## config.mk

```make
export PLATFORM = sky130hd
export DESIGN_NAME = toast_imem_loader
export DESIGN_NICKNAME = d
export VERILOG_FILES = /design/src/rtl/toast_imem_loader.sv
export SDC_FILE = /design/constraint.sdc
export NUM_CORES = 1
export LEC_CHECK = 0
export ABC_AREA = 1
export CAP_MARGIN = 20
export CORE_ASPECT_RATIO = 1.4
export CORE_MARGIN = 2
export CORE_UTILIZATION = 52
export DETAILED_ROUTE_END_ITERATION = 6
export PLACE_DENSITY = 0.8
export SYNTH_ARGS = -nofsm -noshare
export SYNTH_HDL_FRONTEND = slang
export SYNTH_SLANG_ARGS = --single-unit
```

## constraint.sdc

```tcl
create_clock -name clk -period 7.9 [get_ports clk]
set_input_delay 0.79 -clock clk [delete_from_list [all_inputs] [get_ports clk]]
set_output_delay 0.79 -clock clk [all_outputs]
set_load 0.1 [all_outputs]
```

## src/rtl/toast_imem_loader.sv

```systemverilog
// Streams encoded instruction words into IMEM through a small FIFO, appends a
// self-loop halt word and then releases the core from reset.
module toast_imem_loader #(
    parameter int unsigned DEPTH_WORDS = 1024,
    parameter logic [31:0] BASE_ADDR   = 32'h0000_0000,
    parameter int unsigned FIFO_DEPTH  = 4,
    parameter logic [31:0] HALT_WORD   = 32'h0000_006F,
    localparam int unsigned IDX_W      = $clog2(DEPTH_WORDS),
    localparam int unsigned CNT_W      = IDX_W + 1
) (
    input  logic             clk,
    input  logic             resetn,
    input  logic             i_load_start,
    input  logic             i_load_end,
    input  logic             i_instr_valid,
    input  logic [31:0]      i_instr_data,
    output logic             o_instr_ready,
    output logic             o_imem_wr_en,
    output logic [31:0]      o_imem_wr_addr,
    output logic [31:0]      o_imem_wr_data,
    output logic             o_core_resetn,
    output logic             o_busy,
    output logic             o_done,
    output logic             o_overflow,
    output logic [CNT_W-1:0] o_word_count
);
    // state   | meaning
    // S_IDLE  | out of reset, nothing loaded, core held in reset
    // S_LOAD  | accepting words, writing FIFO head to IMEM
    // S_DRAIN | no more input, emptying FIFO into IMEM
    // S_TERM  | halt word being written
    // S_DONE  | image complete, core released
    typedef enum logic [2:0] {S_IDLE, S_LOAD, S_DRAIN, S_TERM, S_DONE} state_t;

    localparam int unsigned FP_W = $clog2(FIFO_DEPTH);
    localparam logic [FP_W:0] FIFO_FULL = (FP_W+1)'(FIFO_DEPTH);
    localparam logic [IDX_W-1:0] ACC_MAX = IDX_W'(DEPTH_WORDS - 1);

    state_t            state_q, state_d;
    logic [31:0]       fifo_mem_q [FIFO_DEPTH];
    logic [FP_W-1:0]   rd_ptr_q, wr_ptr_q;
    logic [FP_W:0]     fifo_cnt_q, fifo_cnt_d;
    logic [IDX_W-1:0]  idx_q, idx_d, acc_q, acc_d;
    logic [CNT_W-1:0]  word_count_q, word_count_d;
    logic              ready_q, ready_d, wr_en_q, wr_en_d, overflow_q, overflow_d;
    logic [31:0]       wr_addr_q, wr_addr_d, wr_data_q, wr_data_d;
    logic              core_resetn_q, busy_q, done_q;
    logic              push, pop, flush, accept;

    always_comb begin
        state_d      = state_q;
        push         = 1'b0;
        pop          = 1'b0;
        flush        = 1'b0;
        wr_en_d      = 1'b0;
        wr_data_d    = wr_data_q;
        wr_addr_d    = wr_addr_q;
        idx_d        = idx_q;
        acc_d        = acc_q;
        overflow_d   = overflow_q;
        word_count_d = word_count_q + {{(CNT_W-1){1'b0}}, wr_en_q};
        accept       = (state_q == S_LOAD) && i_instr_valid && ready_q;

        if (i_load_start) begin
            state_d      = S_LOAD;
            flush        = 1'b1;
            idx_d        = '0;
            acc_d        = '0;
            overflow_d   = 1'b0;
            word_count_d = '0;
        end else begin
            case (state_q)
                S_LOAD: begin
                    if (accept) acc_d = acc_q + 1'b1;
                    if (i_instr_valid && !ready_q && fifo_cnt_q != FIFO_FULL && acc_q == ACC_MAX)
                        overflow_d = 1'b1;
                    // An empty FIFO is bypassed so a fresh word reaches IMEM on the next cycle.
                    if (fifo_cnt_q != '0) begin
                        pop       = 1'b1;
                        push      = accept;
                        wr_en_d   = 1'b1;
                        wr_data_d = fifo_mem_q[rd_ptr_q];
                    end else if (accept) begin
                        wr_en_d   = 1'b1;
                        wr_data_d = i_instr_data;
                    end
                    if (i_load_end) state_d = S_DRAIN;
                end
                S_DRAIN: begin
                    wr_en_d = 1'b1;
                    if (fifo_cnt_q != '0) begin
                        pop       = 1'b1;
                        wr_data_d = fifo_mem_q[rd_ptr_q];
                    end else begin
                        wr_data_d = HALT_WORD;
                        state_d   = S_TERM;
                    end
                end
                S_TERM:  state_d = S_DONE;
                S_IDLE, S_DONE: state_d = state_q;
                default: state_d = S_IDLE;
            endcase
            if (wr_en_d) begin
                wr_addr_d = BASE_ADDR + 32'({idx_q, 2'b00});
                idx_d     = idx_q + 1'b1;
            end
        end

        fifo_cnt_d = flush ? '0 : fifo_cnt_q + {{FP_W{1'b0}}, push} - {{FP_W{1'b0}}, pop};
        ready_d    = (state_d == S_LOAD) && (fifo_cnt_d != FIFO_FULL) && (acc_d < ACC_MAX);
    end

    always_ff @(posedge clk or negedge resetn) begin
        if (!resetn) begin
            state_q       <= S_IDLE;
            rd_ptr_q      <= '0;
            wr_ptr_q      <= '0;
            fifo_cnt_q    <= '0;
            idx_q         <= '0;
            acc_q         <= '0;
            word_count_q  <= '0;
            ready_q       <= 1'b0;
            wr_en_q       <= 1'b0;
            wr_addr_q     <= BASE_ADDR;
            wr_data_q     <= '0;
            overflow_q    <= 1'b0;
            core_resetn_q <= 1'b0;
            busy_q        <= 1'b0;
            done_q        <= 1'b0;
        end else begin
            state_q       <= state_d;
            rd_ptr_q      <= flush ? '0 : rd_ptr_q + {{(FP_W-1){1'b0}}, pop};
            wr_ptr_q      <= flush ? '0 : wr_ptr_q + {{(FP_W-1){1'b0}}, push};
            fifo_cnt_q    <= fifo_cnt_d;
            idx_q         <= idx_d;
            acc_q         <= acc_d;
            word_count_q  <= word_count_d;
            ready_q       <= ready_d;
            wr_en_q       <= wr_en_d;
            wr_addr_q     <= wr_addr_d;
            wr_data_q     <= wr_data_d;
            overflow_q    <= overflow_d;
            core_resetn_q <= (state_d == S_DONE);
            busy_q        <= (state_d == S_LOAD) || (state_d == S_DRAIN) || (state_d == S_TERM);
            done_q        <= (state_d == S_DONE);
        end
    end

    always_ff @(posedge clk) begin
        if (push) fifo_mem_q[wr_ptr_q] <= i_instr_data;
    end

    assign o_instr_ready  = ready_q;
    assign o_imem_wr_en   = wr_en_q;
    assign o_imem_wr_addr = wr_addr_q;
    assign o_imem_wr_data = wr_data_q;
    assign o_core_resetn  = core_resetn_q;
    assign o_busy         = busy_q;
    assign o_done         = done_q;
    assign o_overflow     = overflow_q;
    assign o_word_count   = word_count_q;
endmodule

```

==> metrics, run 1 <==
slew margin rel.=32.06%; Synth area leader=edfxtp_1; ant diodes=0; Final Cell Area=10,890 µm²; Root Driver=clkbuf_16; gpl congestion=0.8015; Worst setup EP type=flop; leakage power=4.244 nW; via count=6,361; Worst Path Max Fanout=11; final hold vios=0; Clock Latency Late Sink=0.49 ns; Ys Warns=0; clock skew=0.008434 ns; die height=160.9 µm; TritonCTS Buffers=21; #FFs+latches synth=216; f_max=300.1 MHz; antenna-violating nets left=0; Layout Area Growth over Synthesis=19.11%; hpwl dp=11,560 µm; H-tree depth=1; # IOs=118; Setup crit start kind=input port; Synth Instances=840; Starting Density=52.97%; wire per inst=16.26 µm; Post-synth EDFFs=128; largest net degree at the start of global routing=67; post-synth cell types=39; clock slew at reported path FFs=0.06 ns; post-synth top area share=42.05%; Vias/cell=5.400; grt ovf=0; starting DRC count in detailed routing=385; syn_area_per_cell=10.88 µm²; final slew viol count=0; Commonest cells post-synth=148 x nor2_1, 134 x nand2_1, 128 x edfxtp_1; Setup TNS=0 ns; Crit Path Category=input port to flop; fin util=63.09%; vias in the first global route=6,498; CTS max path bufs=3; RSZ-0062 raised after global routing=false; Final period util=42.17%; Final #Nets=974; share of cells above drive strength 1=6.476%; Post-Place Cells=1,138; # hold bufs at CTS=0; site row count=57; CP peak stage delay=0.50 ns; top-count cell post-synth=nor2_1; Die W=116.1 µm; share of synthesized registers carrying an async set or reset=40.74%; most used cell, CP=inv_1; Pwr Total=3.978 mW; first drt pass iteration count=5; worst min path class=input port to asynchronous set/reset pin; total track usage=20.96%; cell area after synthesis=9141 µm²; register area share after synthesis=66.14%; max-capacitance violation count=0; slowest CP cell=clkdlybuf4s50_1; Post-Place Cell Area=10,180 µm²; drt total wl=19,150 µm; Post CTS Setup Buffer Count=0; FILL cells=1,345; antenna violations before repair=0; # DRC=0; CTS tree=yes; top cells by area, synth=edfxtp_1 42%, dfrtp_1 24%, nor2_1 6.1%; post-cts sizing count=0; Worst VDD drop=0.2465 mV; required time worst endpoint=8.29 ns; worst path cell trace=clkdlybuf4s50_1, nand4_1, nor3_1, inv_1, ha_1, inv_1, ha_1, fa_1, nor4_1, nor3_1, nand2_1, inv_1; setup violators final=0; die area=18,670 µm²; WP data arrival=3.73 ns; area of the core=17,260 µm²; Port-buffer cells=95; Final Non-Filler Cells=1,178; outcome=finished clean; clock net sink count=216; Final min period=3.332 ns; ys flop type=edfxtp_1; first-pass GRT wire length=31,160 µm; PD cells=365.4 nW/µm²; Slew @ Worst Pin=1.016 ns
## layout by cell type (no fill, tap or decap), types with 2 or more instances in the layout
cell and n:
o22ai_1 8, inv_1 58, o21ai_0 49, a32oi_1 6, nor2_1 148, clkinv_2 4, a31oi_1 26, nand2_1 134
conb_1 22, a21oi_1 20, nand3_1 22, clkbuf_16 21, bufinv_16 2, edfxtp_1 128, o32ai_1 26, or2_2 3
nor3_1 11, xnor2_1 3, buf_4 8, ha_1 8, nand2_2 2, nor4_1 4, clkinv_1 6, xor2_1 9
buf_12 3, nand4_1 3, clkdlybuf4s50_1 94, clkbuf_1 3, dfrtp_2 2, dfrtp_1 86, inv_2 6, nor3_2 4
## cell families (layout without fill, tap and decap cells)
| logic type | count (synthesis) | in the layout | share of synthesized area (%) |
|---|---|---|---|
| buffers and inverters | 126 | 207 | 6.638 |
| flip-flops | 216 | 216 | 66.14 |
| other | 1 | 22 | 0.04102 |
| XOR/XNOR | 12 | 12 | 1.150 |
| AND/OR/NAND/NOR | 337 | 337 | 15.22 |
| adder cells (fa/ha/maj) | 9 | 9 | 1.314 |
| AO/OA/AOI/OAI | 139 | 139 | 9.499 |
## area by class of cell
cell class                 count  area, µm²  area share [%]
sequential                   216       6048           55.55
multi-input combinational    519       2587           23.76
timing repair buffer         105       1061           9.745
clock buffer                  24      536.8           4.930
tap                          236      295.3           2.712
inverter                      65      244.0           2.241
clock inverter                13      115.1           1.057
## critical path: cells and delay by family
| family | cells | cell delay [ns] |
|---|---|---|
| simple gates | 5 | 1.22 |
| fa+ha+maj | 3 | 0.95 |
| buf+inv | 4 | 0.76 |
## power by group
part	total (mW)	switching [mW]	leakage [nW]	internal, mW
logic	1.62	1.24	1.65	0.378
registers	1.40	0.0809	2.28	1.32
clock network	0.958	0.404	0.319	0.553
## registers in the layout (all words and copies together) (netlist names), 2 cells and up
signal	cells
acc_q	10
wr_ptr_q	2
o_word_count	11
idx_q	10
fifo_mem_q	128
o_imem_wr_data	32
state_q	3
o_imem_wr_addr	10
fifo_cnt_q	3
rd_ptr_q	2
## worst paths after layout
check | slack (ns) | cells past startpoint | endpoint | start
worst max-delay path | 4.57 | 12 | o_instr_ready | i_instr_valid
worst min-delay path | 0.19 | 1 | o_imem_wr_addr[11] | resetn
worst max register to register | 4.80 | 13 | o_instr_ready | fifo_cnt_q[1]
worst min register to register | 0.48 | 2 | o_imem_wr_addr[11] | o_imem_wr_addr[11]
max in group asynchronous | 6.53 | 2 | rd_ptr_q[0] | resetn
min in group clk | 0.48 | 2 | o_imem_wr_addr[11] | o_imem_wr_addr[11]
## routing by layer
layer	global-route usage, %	share of wire, %	up-vias
met1	25.32	40	3092
met3	3.660	5.9	41
met4	8.983	2.6	0
li1	-	-	3016
met2	36.55	52	212
met5	0	0	-
## per-stage QoR
step	setup slack (ns)	hold WS (ns)
2_1_floorplan	3.512	0.4890
3_3_place_gp	4.155	0.4633
3_5_place_dp	4.105	0.4624
4_1_cts	4.562	0.2009
5_1_grt	4.239	0.2066
6_report	4.568	0.1881
Note: power is estimated with default switching activity, not from simulation.
==> run 2: changes to the inputs <==
--- a/config.mk
+++ b/config.mk
@@ -9,7 +9,7 @@
 export CAP_MARGIN = 20
 export CORE_ASPECT_RATIO = 1.4
 export CORE_MARGIN = 2
-export CORE_UTILIZATION = 52
+export CORE_UTILIZATION = 50
 export DETAILED_ROUTE_END_ITERATION = 6
 export PLACE_DENSITY = 0.8
 export SYNTH_ARGS = -nofsm -noshare
==> constraint.sdc (replaced) <==
create_clock -name clk -period 2.9 [get_ports clk]
set_input_delay 0.29 -clock clk [delete_from_list [all_inputs] [get_ports clk]]
set_output_delay 0.29 -clock clk [all_outputs]
set_load 0.1 [all_outputs]
==> run 2 against run 1 <==
Against the previous run:
- combinational power grew to 2.7 times the previous value
- global-route usage is 1.3 points lower
- non-clock buffer count up 13
- final cell count is 1.4% higher
- clock power increased to 2.7 times the previous value
- worst setup slack worse by 4.2 ns
- die area grew 3.9%
- sequential power grew to 2.7 times the previous value
- critical path depth increased by 1
- worst hold slack better by 0.23 ns
- clock-buffer cell count up 6
- largest cell class unchanged
==> metrics, run 2 (synthesized netlist as in run 1, its figures left out) <==
outcome=finished clean; post-cts sizing count=0 (unchanged); stages on the worst setup path=13 (+1); Switch Pwr=4.681 mW (+170%); Int Pwr=6.126 mW (+170%); Final min period=2.571 ns; antenna-violating nets left=0 (unchanged); share of cells above drive strength 1=14.14% (+7.7 points); clock skew=0.009161 ns (+0.0007260 ns); max-capacitance violation count=0 (unchanged); drt total wl=18,840 µm (-1.6%); setup violators final=0 (unchanged); Final period util=88.66%; Clock power frac=24.2% (about the same); worst reg-to-reg path cell count=13 (unchanged); worst min path class=input port to asynchronous set/reset pin; vias in the first global route=6,377 (-1.9%); Sequential Power Share=35.4% (+0.2 points); # IOs=118 (unchanged); final hold vios=0 (unchanged); largest net degree at the start of global routing=66 (-1.5%); H-tree depth=1 (unchanged); max reg flops=128 (unchanged); Root Driver=clkbuf_16; Logic pwr share=40.4% (-0.3 points); final setup margin=0.3288 ns (-4.239 ns); Worst setup EP type=flop; clock slew at reported path FFs=0.06 ns (about the same); grt ovf=0 (unchanged); Biggest register=fifo_mem_q; Layout Area Growth over Synthesis=19.01% (about the same); RSZ-0062 raised after global routing=false; CTS max path bufs=3 (unchanged); total track usage=19.64% (-1.3 points); die height=164.0 µm (+1.9%); wire per inst=15.76 µm (-3.0%); via count=6,321 (-0.63%); area of the core=17,920 µm² (+3.9%); gpl congestion=0.7895 (-1.5%); TritonCTS Buffers=21 (unchanged); clock net sink count=216 (unchanged); Post CTS Setup Buffer Count=0 (unchanged); die area=19,400 µm² (+3.9%); first-pass GRT wire length=30,610 µm (-1.8%); site row count=58 (+1.8%); sw frac=43.31% (-0.048 points); # DRC=0 (unchanged); first drt pass iteration count=4 (-1); Post-Place Cell Area=10,200 µm² (+0.23%); Setup TNS=0 ns (unchanged); leading cell type in the layout, fill and taps excluded=nor2_1; WP data arrival=2.95 ns (-0.78 ns); Setup crit start kind=flop; most used cell, CP=inv_1; FILL cells=1,437 (+6.8%); antenna violations before repair=2 (+2); # hold bufs at CTS=1 (+1); ant diodes=0 (unchanged); hpwl dp=12,120 µm (+4.8%); Final Cell Area=10,880 µm² (about the same); Die W=118.3 µm (+1.9%); f_max=388.9 MHz; Clock Latency Late Sink=0.49 ns (about the same); starting DRC count in detailed routing=403 (+4.7%); required time worst endpoint=3.28 ns (-5.01 ns); Slew @ Worst Pin=0.8188 ns (-0.1971 ns); Worst Path Max Fanout=3 (-8); final slew viol count=0 (unchanged); worst path cell trace=inv_1, nor2_1, nand4_1, nor3_1, inv_1, ha_1, inv_1, ha_1, fa_1, nor4_1, nor3_1, nand2_1, inv_1; leakage power=4.401 nW (+3.7%); PD cells=993.3 nW/µm² (+170%); fin util=60.69% (-2.4 points); slowest CP cell=fa_1; CP peak stage delay=0.46 ns (-0.04 ns); Port-buffer cells=95 (unchanged); Starting Density=51.00% (-2.0 points); delay-heaviest family, CP=adder cells; CTS tree=yes; Vias/cell=5.290 (-2.0%); Buffers & Inverters on Critical Path=4 (unchanged); slew margin rel.=45.35% (+13 points); commonest non-fill, non-tap cells in the layout=148 x nor2_1, 134 x nand2_1, 128 x edfxtp_1, 85 x dfrtp_1, 80 x buf_4; pre-CTS WS=0.1125 ns (-3.993 ns); Crit Path Category=flop to flop; Final #Nets=987 (+1.3%); Fin Hold WS=0.4228 ns (+0.2346 ns); Worst VDD drop=0.6916 mV (+180%)
## run 2: metal layers
metal | vias up | wire length, µm | track usage (%)
met3 | 31 | 1331 | 4.549
met4 | 0 | 367 | 6.572
met1 | 3044 | 7236 | 22.40
li1 | 3047 | - | -
met5 | - | 0 | 0
met2 | 199 | 9900 | 36.23
## run 2: path summary, 6_finish.rpt
path                                     from                  to  slack, ns
min reg2reg                o_imem_wr_addr[11]  o_imem_wr_addr[11]       0.48
min                                    resetn    o_word_count[10]       0.42
max                                state_q[0]       o_instr_ready       0.33
max in group asynchronous              resetn   o_imem_wr_data[8]       1.77
max reg2reg                        state_q[0]       o_instr_ready       0.33
min in group clk                   i_load_end          state_q[1]       0.46
## run 2: power groups by stage
| stage | sequential, mW | combinational [mW] | clock, mW |
|---|---|---|---|
| 2_1_floorplan | 5.64 | 1.62 | 0 |
| 3_5_place_dp | 3.88 | 4.38 | 0 |
| 3_3_place_gp | 3.87 | 4.33 | 0 |
| 4_1_cts | 3.82 | 4.39 | 2.67 |
| 6_report | 3.82 | 4.36 | 2.62 |
| 5_1_grt | 3.87 | 4.65 | 2.80 |
## run 2: area by class of cell
type | instances | area (µm²) | area share (%)
flip-flops and latches | 216 | 6052 | 55.63
multi-input cells | 519 | 2613 | 24.01
repair buffers | 118 | 1001 | 9.201
clock buffers | 30 | 609.3 | 5.601
well taps | 240 | 300.3 | 2.760
inverters | 65 | 244.0 | 2.243
clock inverters | 7 | 60.06 | 0.5520
## run 2: per-stage QoR
stage / total power, mW / cells
6_report: 10.81 / 1195
5_1_grt: 11.32 / 1195
4_1_cts: 10.89 / 1195
3_5_place_dp: 8.264 / 1157
3_3_place_gp: 8.202 / 1157
2_1_floorplan: 7.261 / 861
==> run 3: changes to the inputs <==
--- a/config.mk
+++ b/config.mk
@@ -12,6 +12,7 @@
 export CORE_UTILIZATION = 50
 export DETAILED_ROUTE_END_ITERATION = 6
 export PLACE_DENSITY = 0.8
+export SETUP_SLACK_MARGIN = 0.05
 export SYNTH_ARGS = -nofsm -noshare
 export SYNTH_HDL_FRONTEND = slang
 export SYNTH_SLANG_ARGS = --single-unit
==> constraint.sdc (replaced) <==
create_clock -name clk -period 2.9 [get_ports clk]
set_input_delay 0.58 -clock clk [delete_from_list [all_inputs] [get_ports clk]]
set_output_delay 0.58 -clock clk [all_outputs]
set_load 0.1 [all_outputs]
==> run 3 against run 2 <==
Against the previous run:
- via count shrank 1.3%
- flip-flop and latch count is the same
- global-route usage grew 0.31 points
- critical path depth grew 2
- critical path type unchanged
- critical endpoint unchanged
- highest routed layer is now met5
==> metrics, run 3 (synthesized netlist as in run 1, its figures left out) <==
grt ovf=0 (unchanged); area of the core=17,920 µm² (unchanged); Die W=118.3 µm (unchanged); die area=19,400 µm² (unchanged); gpl congestion=0.7650 (-3.1%); antenna-violating nets left=0 (unchanged); TritonCTS Buffers=21 (unchanged); clock slew at reported path FFs=0.07 ns (about the same); final setup margin=0.2340 ns (-0.09476 ns); RSZ-0062 raised after global routing=false; first-pass GRT wire length=31,110 µm (+1.6%); Layout Area Growth over Synthesis=19.64%; first drt pass iteration count=4 (unchanged); total track usage=19.95% (+0.31 points); met3 WL post-DR=1186 µm (-11%); Final Non-Filler Cells=1,195 (unchanged); Clock Latency Late Sink=0.50 ns (about the same); Biggest register=fifo_mem_q; Root Driver=clkbuf_16; Post-Place Cells=1,156 (-0.086%); Vias/cell=5.223 (-1.3%); leading cell type in the layout, fill and taps excluded=nor2_1; Final #Nets=985 (-0.20%); fin util=61.01% (+0.32 points); DR WL met2=9930 µm (+0.30%); Worst setup EP type=flop; max-capacitance violation count=0 (unchanged); PD cells=997.0 nW/µm² (+0.37%); # DRC=0 (unchanged); CTS tree=yes; leakage power=4.428 nW (+0.62%); Port-buffer cells=95 (unchanged); Metal-1 WL=7523 µm (+4.0%); slew margin rel.=45.38% (about the same); final hold vios=0 (unchanged); Worst Path Max Fanout=4 (+1); clock net sink count=216 (unchanged); clock skew=0.01982 ns (+0.01066 ns); outcome=finished clean; drt total wl=18,920 µm (+0.46%); vias in the first global route=6,321 (-0.88%); flop2flop setup slack=0.23 ns (-0.09 ns); Starting Density=51.00% (unchanged); wire per inst=15.83 µm (+0.46%); worst min path class=input port to asynchronous set/reset pin; worst reg-to-reg path cell count=15 (+2); Final min period=2.666 ns (+0.09476 ns); setup violators final=0 (unchanged); Pwr Total=10.90 mW (+0.90%); Crit Path Category=flop to flop; WP data arrival=3.06 ns (+0.11 ns); reg2reg start=state_q[2]; Top Metal Used=met5; die height=164.0 µm (unchanged); Fin Hold WS=0.09151 ns (-0.3312 ns); # hold bufs at CTS=0 (-1); via count=6,241 (-1.3%); required time worst endpoint=3.29 ns (about the same); CTS max path bufs=3 (unchanged); commonest non-fill, non-tap cells in the layout=148 x nor2_1, 134 x nand2_1, 128 x edfxtp_1, 85 x dfrtp_1, 76 x buf_4; pre-CTS WS=-0.2033 ns (-0.3158 ns); site row count=58 (unchanged); RR Endpoint=o_instr_ready; Final period util=91.93% (+3.3 points); max reg flops=128 (unchanged); share of cells above drive strength 1=14.57% (+0.43 points); starting DRC count in detailed routing=411 (+2.0%); largest net degree at the start of global routing=66 (unchanged); hpwl dp=11,910 µm (-1.8%); # IOs=118 (unchanged); H-tree depth=1 (unchanged); Setup crit start kind=flop; Worst VDD drop=0.7398 mV (+7.0%); f_max=375.1 MHz (-3.6%); Slew @ Worst Pin=0.8184 ns (-0.0003530 ns); final slew viol count=0 (unchanged); antenna violations before repair=2 (unchanged)
-- run 3: how the worst max path moves through the flow --
stage | cells after the start | from | endpoint | slack, ns
6_report | 15 | state_q[2] | o_instr_ready | 0.23
5_1_grt | 15 | state_q[2] | o_instr_ready | 0.03
4_1_cts | 15 | state_q[2] | o_instr_ready | 0.23
3_5_place_dp | 12 | i_instr_valid | o_instr_ready | -0.20
3_3_place_gp | 12 | i_instr_valid | o_instr_ready | -0.12
2_1_floorplan | 12 | o_instr_ready | o_instr_ready | 0.06
-- run 3: where the power goes --
group	internal, mW	switching (mW)
clock	1.59	1.12
combinational	0.983	3.39
sequential	3.60	0.219
total	6.18	4.72
-- run 3: cell type report --
type	count	area, µm²
fillers	1452	6988
flip-flops and latches	216	6052
multi-input cells	519	2619
repair buffers	116	1021
clock buffers	26	611.8
well taps	240	300.3
inverters	65	244.0
clock inverters	12	86.33
diodes	1	2.502
-- run 3: worst max-delay path, stage by stage (launching register included) --
cell and delay [ns]:
dfrtp_1 0.38, inv_1 0.13, nand3_1 0.16, nand2_1 0.13
inv_1 0.04, nor2_1 0.08, inv_1 0.06, nor2_1 0.13
ha_1 0.25, inv_1 0.06, ha_1 0.17, fa_1 0.46
nor4_2 0.33, nor3_1 0.08, nand2_1 0.07, inv_1 0.04
-- run 3: per-stage QoR --
stage / setup TNS [ns] / instance area [µm²]
2_1_floorplan: 0 / 9269
3_3_place_gp: -0.1153 / 10230
3_5_place_dp: -0.2033 / 10230
4_1_cts: 0 / 10930
5_1_grt: 0 / 10930
6_report: 0 / 10940
-- run 3: what timing repair did --
item	CTS	global route
gates resized for setup	0	1
endpoints found under the setup margin	0	1
buffers inserted	0	0
endpoints found under the hold margin	0	0
-- run 3: per-layer routing --
metal / vias up / GRT usage (%)
met2: 169 / 35.84
met5: - / 0
met1: 2992 / 23.74
met4: 4 / 6.517
met3: 25 / 4.514
li1: 3051 / -
